## config.mk

```make
export PLATFORM = sky130hd
export DESIGN_NAME = bshift_arbiter
export DESIGN_NICKNAME = d
export VERILOG_FILES = /design/src/rtl/bshift_pkg.sv /design/src/rtl/barrel_shift4.sv /design/src/rtl/bshift_arbiter.sv
export SDC_FILE = /design/constraint.sdc
export NUM_CORES = 1
export LEC_CHECK = 0
export CAP_MARGIN = 30
export CORE_ASPECT_RATIO = 0.9
export CORE_MARGIN = 2
export CORE_UTILIZATION = 55
export CTS_BUF_LIST = sky130_fd_sc_hd__clkbuf_4
export DETAILED_ROUTE_END_ITERATION = 12
export DONT_BUFFER_PORTS = 1
export PLACE_DENSITY = 0.7
export SKIP_CTS_REPAIR_TIMING = 1
export SYNTH_ARGS = -nofsm -noshare
export SYNTH_HDL_FRONTEND = slang
export SYNTH_SLANG_ARGS = --single-unit
```

## constraint.sdc

```tcl
create_clock -name clk -period 4.55 [get_ports clk]
set_input_delay 0.91 -clock clk [delete_from_list [all_inputs] [get_ports clk]]
set_output_delay 0.91 -clock clk [all_outputs]
set_load 0.05 [all_outputs]
```

## src/rtl/bshift_pkg.sv

```systemverilog
`default_nettype none
// ============================================================================
// Module      : bshift_pkg
// Description : Shared widths, shift op codes and FSM state type.
// Revision    : 1.0 - initial release
// ============================================================================
package bshift_pkg;

  localparam int DATA_W = 4;
  localparam int AMT_W  = 2;

  localparam logic [1:0] OP_SLL = 2'b00;
  localparam logic [1:0] OP_SRL = 2'b01;
  localparam logic [1:0] OP_SRA = 2'b10;
  localparam logic [1:0] OP_ROL = 2'b11;

  typedef enum logic [0:0] {
    ST_IDLE = 1'b0,
    ST_HOLD = 1'b1
  } state_t;

endpackage : bshift_pkg
`default_nettype wire

```

## src/rtl/barrel_shift4.sv

```systemverilog
`default_nettype none
// ============================================================================
// Module      : barrel_shift4
// Description : Combinational 4-bit shifter: SLL, SRL, SRA, ROL by 0-3.
// Revision    : 1.0 - initial release
// ============================================================================
module barrel_shift4
  import bshift_pkg::*;
(
  input  logic [DATA_W-1:0] data,
  input  logic [AMT_W-1:0]  amt,
  input  logic [1:0]        op,
  output logic [DATA_W-1:0] result
);

  logic [2*DATA_W-1:0] w_rot;

  // Rotate = upper half of the doubled operand after a left shift.
  assign w_rot = {data, data} << amt;

  always_comb begin
    result = data;
    case (op)
      OP_SLL:  result = data << amt;
      OP_SRL:  result = data >> amt;
      OP_SRA:  result = $signed(data) >>> amt;
      OP_ROL:  result = w_rot[2*DATA_W-1:DATA_W];
      default: result = data;
    endcase
  end

endmodule : barrel_shift4
`default_nettype wire

```

## src/rtl/bshift_arbiter.sv

```systemverilog
`default_nettype none
// ============================================================================
// Module      : bshift_arbiter
// Description : Two-requester arbiter feeding one shared shifter and a
//               single-entry result register with valid/ready handshake.
// Revision    : 1.0 - initial release
// ============================================================================
module bshift_arbiter
  import bshift_pkg::*;
#(
  parameter int RR_EN = 1
) (
  input  logic              clk,
  input  logic              rst,
  input  logic              a_valid,
  output logic              a_ready,
  input  logic [DATA_W-1:0] a_data,
  input  logic [AMT_W-1:0]  a_amt,
  input  logic [1:0]        a_op,
  input  logic              b_valid,
  output logic              b_ready,
  input  logic [DATA_W-1:0] b_data,
  input  logic [AMT_W-1:0]  b_amt,
  input  logic [1:0]        b_op,
  output logic              res_valid,
  input  logic              res_ready,
  output logic [DATA_W-1:0] res_data,
  output logic              res_src
);

  state_t            r_state;
  state_t            w_state_nxt;
  logic              r_last_b;
  logic [DATA_W-1:0] r_res_data;
  logic              r_res_src;

  logic              w_slot_free;
  logic              w_tie_a;
  logic              w_grant_a;
  logic              w_grant_b;
  logic              w_accept;
  logic [DATA_W-1:0] w_sel_data;
  logic [AMT_W-1:0]  w_sel_amt;
  logic [1:0]        w_sel_op;
  logic [DATA_W-1:0] w_shift_res;

  // Who wins when both requesters are valid.
  if (RR_EN != 0) begin : g_rr
    assign w_tie_a = r_last_b;
  end else begin : g_fixed
    assign w_tie_a = 1'b1;
  end

  always_comb begin
    w_slot_free = (r_state == ST_IDLE) || res_ready;
    w_grant_a   = a_valid && (!b_valid || w_tie_a);
    w_grant_b   = b_valid && !w_grant_a;
    a_ready     = !rst && w_slot_free && w_grant_a;
    b_ready     = !rst && w_slot_free && w_grant_b;
    w_accept    = a_ready || b_ready;
    w_sel_data  = w_grant_b ? b_data : a_data;
    w_sel_amt   = w_grant_b ? b_amt  : a_amt;
    w_sel_op    = w_grant_b ? b_op   : a_op;
  end

  barrel_shift4 u_shift (
    .data   (w_sel_data),
    .amt    (w_sel_amt),
    .op     (w_sel_op),
    .result (w_shift_res)
  );

  always_comb begin
    w_state_nxt = r_state;
    case (r_state)
      ST_IDLE: if (w_accept) w_state_nxt = ST_HOLD;
      ST_HOLD: begin
        if (w_accept)       w_state_nxt = ST_HOLD;
        else if (res_ready) w_state_nxt = ST_IDLE;
      end
      default: w_state_nxt = ST_IDLE;
    endcase
  end

  always_ff @(posedge clk) begin
    if (rst) r_state <= ST_IDLE;
    else     r_state <= w_state_nxt;
  end

  // Pointer resets to B so A wins the first tie.
  always_ff @(posedge clk) begin
    if (rst) begin
      r_res_data <= '0;
      r_res_src  <= 1'b0;
      r_last_b   <= 1'b1;
    end else if (w_accept) begin
      r_res_data <= w_shift_res;
      r_res_src  <= w_grant_b;
      r_last_b   <= w_grant_b;
    end
  end

  // Outputs read as empty for the whole reset cycle.
  assign res_valid = !rst && (r_state == ST_HOLD);
  assign res_data  = rst ? '0 : r_res_data;
  assign res_src   = !rst && r_res_src;

endmodule : bshift_arbiter
`default_nettype wire

```

# After elaboration in Yosys (flattened, before gate mapping)
# Cells that the tools add are included.
# totals
input_bits	21
register_bits	7
out_inout_bits	8
# op_classes
muxes	9
bitwise	1
n_eq_ne	3
n_reduce_logical	14
n_shift	4
# ops
op	n
case mux 4 bit (4 select lines)	1
2-to-1 mux 4 bit	2
<< shifter 8 x 2 -> 8 bit	1
logical AND 1 bit	7
== test 2 bit (second input constant)	2
2-to-1 mux 2 bit	2
<< shifter 4 x 2 -> 4 bit	1
>> shifter 4 x 2 -> 4 bit	1
>>> shifter 4 x 2 -> 4 bit	1
zero test 1 bit	3
logical OR 1 bit	3
2-to-1 mux 1 bit	3
== test 2 x 1 -> 1 bit (second input constant)	1
zero test 2 bit	1
case mux 1 bit (2 select lines)	1
inverter 1 bit	1

# Logic depth before layout (Yosys ltp)
# Gate-level depths: netlist of run 1.
# depth
word_depth	9
mapped_depth	7

# Modules after synthesis
# Synthesis of run 1 repeated with hierarchy kept, for this count alone.
# unflattened
cells_unflattened	88
area_unflattened_um2	769.5
# by_module_without_submodules
module	area_per_inst_um2	seq_area_each_um2	n_inst	cells_each
bshift_arbiter	461.7	140.1	1	48
barrel_shift4	307.8	0.0	1	40

# Worst setup path after synthesis of run 1
# OpenSTA, ideal clock, no wires.
# synth_timing
path_type	input-to-output
startpoint	in b_valid
endpoint	out b_ready
cell_stages	4
t_required_ns	3.640
arrival_ns	2.482
n_path_buf	2
slack_ns	1.158
path_cell_list	a21bo_1 > buf_6 > buf_6 > nor3_1
# synth_via
elab_chain_len	6
# synth_lines
element	line	rtl
start: declaration	bshift_arbiter.sv:20	input logic b_valid,
zero test 1 bit	bshift_arbiter.sv:56	w_grant_a = a_valid && (!b_valid || w_tie_a);
logical OR 1 bit	bshift_arbiter.sv:56	
logical AND 1 bit	bshift_arbiter.sv:56	
zero test 1 bit	bshift_arbiter.sv:57	w_grant_b = b_valid && !w_grant_a;
logical AND 1 bit (*)	bshift_arbiter.sv:57	
logical AND 1 bit (*)	bshift_arbiter.sv:59	b_ready = !rst && w_slot_free && w_grant_b;
end: declaration	bshift_arbiter.sv:21	output logic b_ready,
# Mark *: on every way between the ends. The rest lies on a longest branch, timed or not.

# Worst setup path in the final report of run 1
# Same ends and word-level chain as after synthesis.

==> impl_metrics.json, run 1 <==
{
  "run_status": "finished clean",
  "vias_per_cell": 6.65,
  "port_buffers": 0,
  "synth_nets": 140,
  "synth_seq_cells": 7,
  "syn2layout_area_growth_pct": 2.25,
  "cp.required_ns": 3.64,
  "die_h_um": 44.5,
  "holdWs_ns": 0.479,
  "r2r_setup_slack_ns": 2.29,
  "synth_cell_types": 45,
  "reg2reg_to": "r_res_data[0]$_SDFFE_PP0P_",
  "antenna_cells": 0,
  "synth-async-reset-ratio_pct": 0,
  "drv_slew": 0,
  "cp.arrival_ns": 2.13,
  "clock_latency_ns": 0.25,
  "die_x_um": 49.0,
  "dr.pass1.iters": 4,
  "syn_inst": 119,
  "wl_per_cell_um": 17.7,
  "worstPathCellList": "a21bo_1 -> nor3_2",
  "synth-seq-area-share_pct": 14.0,
  "cts-root-buf": "clkbuf_4",
  "drt-total-wl_um": 2490,
  "cp_max_fo": 14,
  "coreArea_um2": 1700,
  "fmax_mhz": 329,
  "cts_tree": "done",
  "cts_buffer_depth": 2,
  "synth_edf_count": 0,
  "grt_pass1_wl_um": 4000,
  "hp-class": "register to register",
  "finalSetupViolations": 0,
  "drc": 0,
  "dpl.cell_count": 137,
  "holdPathStages": 2,
  "critical_path.top_delay_family": "simple AND/OR/NAND/NOR gates",
  "overflow": 0,
  "maxSlewHeadroom_pct": 32.9,
  "power.total_uw": 241,
  "initial_core_util_pct": 58.9,
  "yosys.area.top_type": "mux2i_1",
  "clk_pin_slew_worst_paths_ns": 0.05,
  "synth_warnings": 0,
  "power.density_nw_per_um2": 235,
  "numCtsBuffers": 3,
  "cp_slowest_cell": "nor3_2",
  "peakVddDrop_v": 0.000194,
  "grt_max_degree": 15,
  "period_share_pct": 66.8,
  "r2r_cells": 5,
  "htree_levels": 1,
  "fp-row-count": 14,
  "cp-start-kind": "input pin",
  "period_minus_slack_ns": 3.04,
  "yosysMostFrequentCell": "mux2i_1",
  "cap_violations": 0,
  "utilization_pct": 60.2,
  "hpwlAfterDp_um": 1980,
  "tns_ns": 0,
  "rsz0062_at_grt": "no",
  "synth_area_per_cell_um2": 8.41,
  "vias": 937,
  "ys.flop_type": "dfxtp_1",
  "track_usage_pct": 23.8,
  "yosysTopAreaCellShare_pct": 20.0,
  "drt_iter0_drc": 37,
  "place.gp.congestion": 0.884,
  "hold_start": "r_res_src$_SDFFE_PP0P_",
  "tightestPinTransition_ns": 1.00,
  "crit_buf_inv": 0,
  "leakagePower_nw": 0.421,
  "antenna_left": 0,
  "die-area_um2": 2180,
  "first_global_vias": 890,
  "hold_viol_final": 0,
  "slowest_delay_ns": 0.80,
  "drive_gt1_share_pct": 12.0,
  "hold_end": "r_res_src$_SDFFE_PP0P_",
  "final.setup_skew_ns": 0.00306,
  "syn_area_um2": 1000,
  "ios": 29,
  "end_kind": "output port",
  "nets": 139,
  "worstSetupPathType": "input pin to output port",
  "clock-sinks": 7,
  "fill_cells": 173,
  "antenna_found_initial": 0,
  "synth_common_cells": "20 x mux2i_1, 9 x nor2b_1, 8 x nand2_1, 8 x nor2_1, 7 x dfxtp_1",
  "reg2reg_from": "r_last_b$_SDFFE_PP1P_",
  "layout.cells.non_filler": 141,
  "synthTopCellsByArea": "mux2i_1 20%, dfxtp_1 14%, nor2b_1 5.6%"
}
-- how the worst max path moves through the flow --
stage                        from  endpoint  slack [ns]  cells after the start
after floorplan           b_valid   b_ready        1.16                      4
after global placement    b_valid   b_ready        1.53                      2
after detailed placement  b_valid   b_ready        1.51                      2
after CTS                 b_valid   b_ready        1.50                      2
after global routing      b_valid   b_ready        1.48                      2
final                     b_valid   b_ready        1.51                      2
-- power breakdown --
part / internal (mW) / switching (mW) / total [mW]
Combinational: 0.0436 / 0.0622 / 0.106
Sequential: 0.0697 / 0.00258 / 0.0723
Clock: 0.0394 / 0.0231 / 0.0625
-- registers in the layout, indices dropped and copies added (netlist names) --
register and count:
r_res_data 4, r_last_b 1, r_res_src 1, r_state 1
-- per-layer routing --
layer  up-vias  routed length, µm  part of all wire (%)  track usage (%)
met5         -                  0                     0                0
met2        39               1150                    46             40.0
met1       447               1120                    45             31.1
met3         6                185                   7.4             7.43
met4         0                 38                   1.5             3.43
li1        445                  -                     -                -
-- logic make-up (layout without fill, tap and decap cells) --
kind of cell | after synthesis | after routing | synth area share (%)
AOI/OAI and AO/OA | 28 | 28 | 21.8
buffers and inverters | 12 | 10 | 6.50
xor gates and xnor gates | 2 | 2 | 1.75
muxes | 26 | 26 | 31.9
DFF | 7 | 7 | 14.0
and+or+nand+nor | 44 | 44 | 24.1
-- final cells by class --
class                   instances  area [µm²]  area share (%)
multi-input cells             100         801            78.2
flip-flops and latches          7         140            13.7
clock buffers                   4        30.0            2.93
well taps                      24        30.0            2.93
inverters                       6        22.5            2.20
-- through the flow --
step | cell area (µm²) | setup WS [ns]
floorplan | 1000 | 1.16
global placement | 993 | 1.53
detailed placement | 993 | 1.51
CTS | 1020 | 1.50
global route | 1020 | 1.48
finish | 1020 | 1.51
-- layout by cell type, fill, tap and decap left out, types with 2 or more instances in the layout --
cell       n
a21oi_1    5
dfxtp_1    7
mux2i_1   20
xnor2_1    2
nor2b_1    9
nand3_1    3
clkbuf_4   4
mux4_2     2
and2_1     3
nand2_1    8
inv_1      6
o21ai_0    4
a211oi_1   3
o21a_1     2
nor3_1     2
nor2_1     8
Note: power is estimated with default switching activity, not from simulation.
==> inputs of run 2 (changes only) <==
--- a/config.mk
+++ b/config.mk
@@ -12,7 +12,7 @@
 export CTS_BUF_LIST = sky130_fd_sc_hd__clkbuf_4
 export DETAILED_ROUTE_END_ITERATION = 12
 export DONT_BUFFER_PORTS = 1
-export PLACE_DENSITY = 0.7
+export PLACE_DENSITY = 0.73
 export SKIP_CTS_REPAIR_TIMING = 1
 export SYNTH_ARGS = -nofsm -noshare
 export SYNTH_HDL_FRONTEND = slang
==> constraint.sdc (replaced) <==
create_clock -name clk -period 2.6 [get_ports clk]
set_input_delay 0.52 -clock clk [delete_from_list [all_inputs] [get_ports clk]]
set_output_delay 0.52 -clock clk [all_outputs]
set_load 0.05 [all_outputs]
==> impl_metrics.json, run 2 (same netlist as run 1, synthesis figures left out) <==
{
  "run_status": "finished clean",
  "hold_end": "r_state$_SDFF_PP0_",
  "clk_pin_slew_worst_paths_ns": 0.05,
  "crit_buf_inv": 1,
  "power.density_nw_per_um2": 409,
  "finalSetupViolations": 0,
  "slowest_delay_ns": 0.39,
  "drt-total-wl_um": 2560,
  "antenna_left": 0,
  "vias": 974,
  "nets": 145,
  "cp_max_fo": 13,
  "fill_cells": 157,
  "vias_per_cell": 6.63,
  "reg2reg_to": "r_res_data[2]$_SDFFE_PP0P_",
  "multi_input_area_um2": 801,
  "holdPathStages": 1,
  "cp_slowest_cell": "mux4_2",
  "cp-start-kind": "register",
  "drc": 0,
  "cp.arrival_ns": 2.17,
  "fp-row-count": 14,
  "antenna_found_initial": 0,
  "cts-root-buf": "clkbuf_4",
  "tns_ns": 0,
  "cap_violations": 0,
  "design_area_um2": 1070,
  "dr.pass1.iters": 4,
  "period_share_pct": 78.3,
  "maxSlewHeadroom_pct": 52.2,
  "final_common_cell": "mux2i_1",
  "largest_reg_flops": 4,
  "syn2layout_area_growth_pct": 6.75,
  "end_kind": "register",
  "overflow": 0,
  "antenna_cells": 0,
  "drv_slew": 0,
  "ios": 29,
  "track_usage_pct": 25.4,
  "wl_per_cell_um": 17.4,
  "place.gp.congestion": 0.932,
  "clock-sinks": 7,
  "htree_levels": 1,
  "cts_buffer_depth": 2,
  "placed_area_um2": 1040,
  "drt_iter0_drc": 23,
  "leakagePower_nw": 0.452,
  "grt_max_degree": 15,
  "hpwlAfterDp_um": 1960,
  "hold_viol_final": 0,
  "layout_common_cells": "20 x mux2i_1, 9 x nor2b_1, 8 x nor2_1, 8 x nand2_1, 7 x dfxtp_1",
  "tightestPinTransition_ns": 0.709,
  "coreArea_um2": 1700,
  "cp.required_ns": 2.74,
  "drive_gt1_share_pct": 16.3,
  "hold_start": "res_ready",
  "fmax_mhz": 491,
  "cts_tree": "done",
  "numCtsBuffers": 3,
  "reg2reg_from": "r_last_b$_SDFFE_PP1P_",
  "worstSetupPathType": "register to register",
  "critical_path.top_delay_family": "multiplexers",
  "first_global_vias": 952,
  "seqCellArea_um2": 140,
  "die_h_um": 44.5,
  "port_buffers": 0,
  "rsz0062_at_grt": "no",
  "critical_path_depth": 6,
  "peakVddDrop_v": 0.000446,
  "die-area_um2": 2180,
  "hp-class": "input pin to register",
  "period_minus_slack_ns": 2.03,
  "die_x_um": 49.0,
  "final.setup_skew_ns": 0.000619,
  "r2r_setup_slack_ns": 0.57,
  "top_register": "r_res_data",
  "grt_pass1_wl_um": 4260,
  "clock_latency_ns": 0.26,
  "initial_core_util_pct": 58.9,
  "worstPathCellList": "a21bo_1 -> buf_4 -> mux2i_1 -> mux4_2 -> a2111oi_2 -> nor3_1",
  "r2r_cells": 6
}
-- run 2: cell count changes in the layout (fill, tap and decap cells not counted) --
cell and delta:
buf_4 +6
-- run 2: metrics by stage --
stage          hold slack (ns)  power, mW  setup slack, ns  utilization, %  std cells
5_1_grt                  0.385      0.465            0.426            62.9        147
6_report                 0.381      0.437            0.565            62.9        147
3_5_place_dp             0.455      0.326            0.385            61.1        143
4_1_cts                  0.374      0.440            0.555            62.9        147
3_3_place_gp             0.454      0.322            0.393            61.1        143
2_1_floorplan            0.439      0.302            0.431               -        119
-- run 2: layout make-up --
class | instances | area share, %
tap | 24 | 2.81
multi-input combinational | 100 | 74.9
sequential | 7 | 13.1
timing repair buffer | 6 | 4.22
inverter | 6 | 2.11
clock buffer | 4 | 2.81
-- run 2: how the worst max path moves through the flow --
stage	end	start	slack [ns]
2_1_floorplan	b_ready	b_valid	0.43
3_3_place_gp	r_res_data[2]$_SDFFE_PP0P_	b_valid	0.39
3_5_place_dp	r_res_data[2]$_SDFFE_PP0P_	b_valid	0.38
4_1_cts	r_res_data[2]$_SDFFE_PP0P_	r_last_b$_SDFFE_PP1P_	0.56
5_1_grt	r_res_data[2]$_SDFFE_PP0P_	r_last_b$_SDFFE_PP1P_	0.43
6_report	r_res_data[2]$_SDFFE_PP0P_	r_last_b$_SDFFE_PP1P_	0.57
-- run 2: layer usage --
metal | track usage, % | up-vias | share of wire [%]
li1 | - | 458 | -
met1 | 30.5 | 463 | 41
met3 | 9.12 | 2 | 9.6
met5 | 0 | - | 0
met2 | 44.1 | 51 | 49
met4 | 6.29 | 0 | 0.94
-- run 2: worst register-to-register path, stage by stage, from the launching register on --
cell,delay (ns)
dfxtp_1,0.38
a21bo_1,0.21
buf_4,0.25
mux2i_1,0.37
mux4_2,0.39
a2111oi_2,0.22
nor3_1,0.09
-- run 2: power breakdown --
group          total, mW  internal (mW)  switching, mW
Combinational      0.198         0.0861          0.112
Clock              0.112         0.0692         0.0428
Sequential         0.127          0.122        0.00474
==> inputs of run 3 (changes only) <==
==> constraint.sdc (replaced) <==
create_clock -name clk -period 1.8 [get_ports clk]
set_input_delay 0.36 -clock clk [delete_from_list [all_inputs] [get_ports clk]]
set_output_delay 0.36 -clock clk [all_outputs]
set_load 0.05 [all_outputs]
==> impl_metrics.json, run 3 (same netlist as run 1, synthesis figures left out) <==
{
  "top_register": "r_res_data",
  "wl_per_cell_um": 17.0,
  "critical_path_depth": 7,
  "placed_area_um2": 1130,
  "layout_common_cells": "19 x mux2i_1, 15 x buf_4, 9 x nor2b_1, 8 x nor2_1, 8 x nand2_1",
  "hp-class": "input pin to register",
  "antenna_left": 0,
  "final_common_cell": "mux2i_1",
  "fill_cells": 145,
  "fmax_mhz": 585,
  "cp.required_ns": 1.93,
  "clk_pin_slew_worst_paths_ns": 0.06,
  "numCtsBuffers": 3,
  "power.density_nw_per_um2": 574,
  "hold_viol_final": 0,
  "clock_latency_ns": 0.25,
  "design_area_um2": 1180,
  "utilization_pct": 69.5,
  "period_share_pct": 95.0,
  "ios": 29,
  "hpwlAfterDp_um": 2080,
  "initial_core_util_pct": 58.9,
  "die-area_um2": 2180,
  "maxSlewHeadroom_pct": 54.0,
  "finalSetupViolations": 0,
  "period_minus_slack_ns": 1.71,
  "startpoint": "r_last_b$_SDFFE_PP1P_",
  "grt_max_degree": 15,
  "antenna_cells": 0,
  "r2r_cells": 7,
  "cts_buffer_depth": 2,
  "worstPathCellList": "a21bo_4 -> buf_4 -> buf_4 -> a2111oi_1 -> a31oi_1 -> o21ai_0 -> a211oi_1",
  "drc": 0,
  "htree_levels": 1,
  "leakagePower_nw": 0.503,
  "run_status": "finished clean",
  "coreArea_um2": 1700,
  "reg2reg_from": "r_last_b$_SDFFE_PP1P_",
  "dr.pass1.iters": 6,
  "grt_pass1_wl_um": 4420,
  "drt-total-wl_um": 2670,
  "fp-row-count": 14,
  "vias_per_cell": 6.26,
  "nets": 155,
  "crit_buf_inv": 2,
  "critical_path.top_delay_family": "compound AO/OA/AOI/OAI gates",
  "drive_gt1_share_pct": 26.3,
  "worstSetupPathType": "register to register",
  "peakVddDrop_v": 0.000579,
  "rsz0062_at_grt": "no",
  "place.gp.congestion": 0.974,
  "final.setup_skew_ns": 0.00164,
  "port_buffers": 0,
  "cp_max_fo": 6,
  "cap_violations": 0,
  "hold_start": "res_ready",
  "cp_common_cell": "buf_4",
  "die_x_um": 49.0,
  "cp.arrival_ns": 1.84,
  "end_kind": "register",
  "tightestPinTransition_ns": 0.683,
  "cts-root-buf": "clkbuf_4",
  "drv_slew": 0,
  "cp-start-kind": "register",
  "first_global_vias": 1022,
  "slowest_delay_ns": 0.40,
  "clock-sinks": 7,
  "holdWs_ns": 0.218,
  "drt_iter0_drc": 42,
  "track_usage_pct": 26.4,
  "antenna_found_initial": 0,
  "vias": 983,
  "overflow": 0,
  "syn2layout_area_growth_pct": 18.0,
  "largest_reg_flops": 4,
  "die_h_um": 44.5,
  "cts_tree": "done",
  "holdPathStages": 1,
  "cp_slowest_cell": "a2111oi_1"
}
-- run 3: stage by stage --
step | TNS (ns) | power (mW) | cells | setup slack [ns]
floorplan | 0 | 0.438 | 119 | 0.0236
global placement | 0 | 0.500 | 153 | 0.00544
global route | 0 | 0.713 | 157 | 0.00486
CTS | -0.0131 | 0.670 | 157 | -0.0131
finish | 0 | 0.677 | 157 | 0.0906
detailed placement | -0.0327 | 0.506 | 153 | -0.0267
-- run 3: routing by layer --
metal	vias up	GRT usage (%)	part of all wire, %	routed length, µm
met5	-	0	0	0
met4	0	7.43	0	0
met3	0	11.5	10	276
met2	57	44.7	48	1280
met1	448	30.8	42	1110
li1	478	-	-	-
-- run 3: where the power goes --
part / leakage (nW) / switching [mW] / internal, mW / total (mW)
Clock: 0.0184 / 0.0639 / 0.100 / 0.164
Sequential: 0.0584 / 0.00691 / 0.177 / 0.183
Combinational: 0.426 / 0.175 / 0.155 / 0.330
-- run 3: path summary, 6_finish.rpt --
check | to | slack, ns
hold reg to reg | r_res_src$_SDFFE_PP0P_ | 0.47
setup / recovery | r_res_data[1]$_SDFFE_PP0P_ | 0.09
hold / removal | r_state$_SDFF_PP0_ | 0.22
setup reg to reg | r_res_data[1]$_SDFFE_PP0P_ | 0.09
-- run 3: area by class of cell --
cell class	instances	area (µm²)	area share, %
well taps	24	30.0	2.54
flip-flops and latches	7	141	12.0
clock buffers	4	30.0	2.54
repair buffers	16	133	11.2
inverters	6	22.5	1.91
multi-input cells	100	825	69.8
